--- config.mk ---
export PLATFORM = sky130hd
export DESIGN_NAME = deser_param
export DESIGN_NICKNAME = d
export VERILOG_FILES = /design/src/rtl/deser_param.sv
export SDC_FILE = /design/constraint.sdc
export NUM_CORES = 1
export LEC_CHECK = 0
export ABC_AREA = 1
export BUFFER_PORTS_ARGS = -buffer_cell sky130_fd_sc_hd__buf_2
export CORE_MARGIN = 5
export CORE_UTILIZATION = 52
export DETAILED_ROUTE_END_ITERATION = 7
export PLACE_DENSITY = 0.79
export SYNTH_ARGS = -nofsm -noshare
export SYNTH_HDL_FRONTEND = slang
export SYNTH_SLANG_ARGS = --single-unit
--- constraint.sdc ---
create_clock -name clk -period 3.2 [get_ports clk]
set_input_delay 0.32 -clock clk [delete_from_list [all_inputs] [get_ports clk]]
set_output_delay 0.32 -clock clk [all_outputs]
set_load 0.01 [all_outputs]
--- src/rtl/deser_param.sv ---
// deser_param: serial-to-parallel converter for the UART RX path.
// Collects a run-time-selectable number of sampled bits (LSB- or MSB-first),
// publishes the finished word in a holding register together with its even
// parity, and strobes data_valid for one cycle per completed frame.
//
// Handshake: there is no backpressure. A bit is consumed on every rising
// clk edge where deser_en=1. data_valid is a one-cycle pulse the cycle after
// the final bit; p_data/par_bit are valid from that cycle and remain stable
// until the next completion. new_op_flag discards the frame in progress and
// beats a simultaneous deser_en.
//
// The FSM has two states and is fully observable through busy (SHIFT) and
// bit_cnt.

module deser_param #(
  parameter int DATA_WIDTH = 8,
  parameter int CNT_W      = $clog2(DATA_WIDTH + 1)
) (
  input  logic                  clk,
  input  logic                  rst,
  input  logic                  new_op_flag,
  input  logic                  deser_en,
  input  logic                  sampled_bit,
  input  logic [CNT_W-1:0]      frame_len,
  input  logic                  msb_first,
  output logic [DATA_WIDTH-1:0] p_data,
  output logic                  data_valid,
  output logic                  par_bit,
  output logic                  busy,
  output logic [CNT_W-1:0]      bit_cnt
);

  typedef enum logic [0:0] {
    IDLE  = 1'b0,
    SHIFT = 1'b1
  } state_t;

  localparam logic [CNT_W-1:0] MAX_LEN = CNT_W'(DATA_WIDTH);
  localparam logic [CNT_W-1:0] ONE     = CNT_W'(1);

  state_t                state;
  logic [DATA_WIDTH-1:0] shreg;
  logic [CNT_W-1:0]      len_q;
  logic                  msb_q;

  logic [CNT_W-1:0]      eff_len;
  logic [CNT_W-1:0]      cur_len;
  logic                  cur_msb;
  logic [CNT_W-1:0]      cur_cnt;
  logic [CNT_W-1:0]      wr_idx;
  logic [DATA_WIDTH-1:0] word_next;
  logic                  last_bit;

  // Out-of-range frame lengths (0 or above DATA_WIDTH) fall back to full width.
  always_comb begin
    eff_len = MAX_LEN;
    if (frame_len != '0 && frame_len <= MAX_LEN) begin
      eff_len = frame_len;
    end
  end

  // Frame context for the bit arriving now: live inputs when a frame starts,
  // latched values once it is in progress, so mid-frame changes are ignored.
  always_comb begin
    cur_len = len_q;
    cur_msb = msb_q;
    cur_cnt = bit_cnt;
    if (state == IDLE) begin
      cur_len = eff_len;
      cur_msb = msb_first;
      cur_cnt = '0;
    end
    wr_idx   = cur_msb ? (cur_len - ONE - cur_cnt) : cur_cnt;
    last_bit = (cur_cnt == (cur_len - ONE));
  end

  // Word with the current bit written at its final position. Unwritten
  // positions are still zero, which keeps the result right-aligned.
  always_comb begin
    word_next = (state == IDLE) ? '0 : shreg;
    for (int i = 0; i < DATA_WIDTH; i++) begin
      if (CNT_W'(i) == wr_idx) begin
        word_next[i] = sampled_bit;
      end
    end
  end

  // Frame FSM, shift register and registered outputs.
  always_ff @(posedge clk or negedge rst) begin
    if (!rst) begin
      state      <= IDLE;
      shreg      <= '0;
      bit_cnt    <= '0;
      len_q      <= MAX_LEN;
      msb_q      <= 1'b0;
      p_data     <= '0;
      par_bit    <= 1'b0;
      data_valid <= 1'b0;
    end else begin
      data_valid <= 1'b0;
      if (new_op_flag) begin
        // Abort: drop the partial frame, keep the last published word.
        state   <= IDLE;
        shreg   <= '0;
        bit_cnt <= '0;
      end else if (deser_en) begin
        if (state == IDLE) begin
          len_q <= eff_len;
          msb_q <= msb_first;
        end
        if (last_bit) begin
          p_data     <= word_next;
          par_bit    <= ^word_next;
          data_valid <= 1'b1;
          shreg      <= '0;
          bit_cnt    <= '0;
          state      <= IDLE;
        end else begin
          shreg   <= word_next;
          bit_cnt <= cur_cnt + ONE;
          state   <= SHIFT;
        end
      end
    end
  end

  assign busy = (state == SHIFT);

`ifndef SYNTHESIS
  // Structural invariants of the frame FSM.
  a_cnt_in_range : assert property (@(posedge clk) disable iff (!rst)
    busy |-> (bit_cnt != '0 && bit_cnt < len_q));
  a_idle_clear : assert property (@(posedge clk) disable iff (!rst)
    !busy |-> (bit_cnt == '0 && shreg == '0));
  a_right_aligned : assert property (@(posedge clk) disable iff (!rst)
    busy |-> ((shreg >> len_q) == '0));
`endif

endmodule

==> impl_metrics.yaml <==
run_status:
  outcome: "completed"
timing:
  slew-limit-headroom_pct: 60.8
  whs_ns: 0.0425
  period_share_pct: 94.0
  finalMaxSlewViolations: 0
  finalCriticalPeriod_ns: 3.01
  hold_viol_final: 0
  fin_ws_ns: 0.192
  timing.fmax_mhz: 332
  worstMarginPinSlew_ns: 0.587
  finClkSkew_ns: 0.00481
  setup_viol: 0
setup_path:
  crit_path_start_kind: "register"
  cp-end-kind: "register"
  timing.rr.start: "busy"
  r2r_cells: 20
  reg2reg_setup_slack_ns: 0.19
  arrival_ns: 3.18
  worstPathMaxFanout: 8
  r2r_end: "par_bit"
  critPathRequiredTime_ns: 3.37
  criticalPathCategory: "register to register"
placed_design:
  place_ws_ns: 0.0455
  dpl_cell_area_um2: 2240
  place_congestion: 0.863
  dp_hpwl_um: 3610
  io_buffers: 24
floorplanning:
  io_pins: 25
  core_um2: 3720
  rows: 22
  die_h_um: 72.6
  die_w_um: 72.6
  initial_core_util_pct: 54.8
  die_area_um2: 5270
drt:
  wirelength_um: 4630
  drtPass1Iterations: 4
  ant_nets: 0
  drt_drc_violations_left: 0
  num_vias: 1841
  drtIter0Drc: 128
  wire_per_inst_um: 13.0
  viasPerCell: 5.17
yosys:
  ys_warn_count: 0
  syn_area_per_cell_um2: 7.35
  yosys_register_bits: 28
  synth_most_common_cell: "nand2_1"
  synth_top_area_share_pct: 33.2
  synth.area.top_cells: "dfrtp_1 (33%), nand2_1 (16%), inv_1 (7.4%)"
  yosys.area.top_type: "dfrtp_1"
  ys_async_sr_fraction_pct: 100
  synth-edff-count: 0
  synth_common_cells: "nand2_1 (86), inv_1 (40), dfrtp_1 (27)"
  syn_nets: 293
  syn-cell-area_um2: 2040
  seq_area_frac_synth_pct: 34.5
  synth_cells: 277
  yosys.cell_types.count: 30
  ys.flop_type: "dfrtp_1"
clocking:
  numCtsBuffers: 3
  cts_max_level: 1
  cts_root_buffer: "clkbuf_8"
  cts_tree: "built"
  clkLatencyLatePin_ns: 0.27
  clock-sinks: 28
  hold_buffers: 0
  clk_pin_slew_ns: 0.09
  cts_buffer_depth: 2
final_layout:
  syn_to_final_growth_pct: 14.1
  drive_gt1_share_pct: 29.9
  post-route-cell-area_um2: 2320
  num-nets-final: 325
  utilization_pct: 62.5
  num_antenna_cells: 0
flow_run:
  maxCapViolations: 0
power:
  leakagePower_nw: 1.25
  power_density_nw_per_um2: 442
  vdd.ir_drop.worst_mv: 0.277
  total_power_mw: 1.03
grt:
  grt_pass1_vias: 1689
  grt_pass1_wl_um: 7790
  grtUsageTotal_pct: 18.5
  overflow: 0
  antenna_found_initial: 0
  grt_max_degree: 29
hold_path:
  hold_class: "input pin to async pin"
[registers in the layout (all words and copies together), names as in the netlist]
name and count:
bit_cnt 4, busy 1, data_valid 1, len_q 4
msb_q 1, p_data 8, par_bit 1, shreg 8
[timing repair]
action                     4_1_cts  5_1_grt
setup endpoints to repair        0        1
buffers inserted                 0        1
gates resized for setup          0        7
[power breakdown]
part / leakage [nW] / internal [mW] / total (mW) / switching, mW
clock network: 0.0228 / 0.0892 / 0.190 / 0.100
logic: 0.847 / 0.154 / 0.422 / 0.267
registers: 0.377 / 0.393 / 0.416 / 0.0225
[cells in the final DEF (no fill, tap or decap), drive strengths merged]
cell	instances
buf	31
ha	5
o22ai	11
nand4	11
o21ai	29
xnor2	2
clkbuf	5
a21oi	2
nand3	17
nor2	14
inv	51
xor2	1
fa	1
or2	1
nand2	97
a31oi	1
o21a	1
dfstp	1
dfrtp	27
[layout make-up]
| type | instances | area (µm²) |
|---|---|---|
| inverter | 51 | 191 |
| multi-input combinational | 193 | 1150 |
| clock buffer | 4 | 45.0 |
| timing repair buffer | 32 | 178 |
| sequential | 28 | 703 |
| fill | 327 | 1390 |
| tap | 48 | 60.1 |
[per-stage QoR]
step | instances | TNS (ns)
after floorplan | 277 | 0
after global placement | 351 | 0
after detailed placement | 351 | 0
after CTS | 355 | 0
after global routing | 356 | -0.000697
final | 356 | 0
[worst max-delay path: stages (launching register included)]
cell and delay (ns):
dfrtp_2 0.48, buf_4 0.19, nand2_1 0.08, inv_1 0.08
ha_1 0.23, fa_1 0.49, inv_1 0.05, o21ai_2 0.18
inv_2 0.07, nor2_2 0.16, nand4_2 0.19, nand2_1 0.15
o21ai_4 0.08, nand2_1 0.06, nand2_1 0.06, inv_1 0.05
nand2_1 0.04, nand2_1 0.07, nand2_1 0.05, nand3_1 0.07
nand2_1 0.04
[metal layers]
| metal | share of wire [%] | track usage [%] | up-vias |
|---|---|---|---|
| met4 | 0.97 | 4.30 | 0 |
| met1 | 48 | 27.8 | 849 |
| met2 | 45 | 28.8 | 42 |
| li1 | - | - | 946 |
| met5 | 0 | 0 | - |
| met3 | 5.4 | 1.79 | 4 |
[how the worst max path moves through the flow]
stage / end / startpoint / depth (start not counted)
2_1_floorplan: par_bit / busy / 20
3_3_place_gp: par_bit / busy / 18
3_5_place_dp: par_bit / busy / 18
4_1_cts: par_bit / busy / 18
5_1_grt: par_bit / busy / 20
6_report: par_bit / busy / 20
[kinds of logic after synthesis]
kind of cell               after synthesis  share of synthesized area (%)
xor gates and xnor gates                 3                           1.29
and+or+nand+nor                        140                           35.2
DFF                                     28                           34.5
adders and majority gates                6                           4.05
AOI/OAI and AO/OA                       44                           14.3
buffers and inverters                   56                           10.7
(Power assumes the default switching activity.)
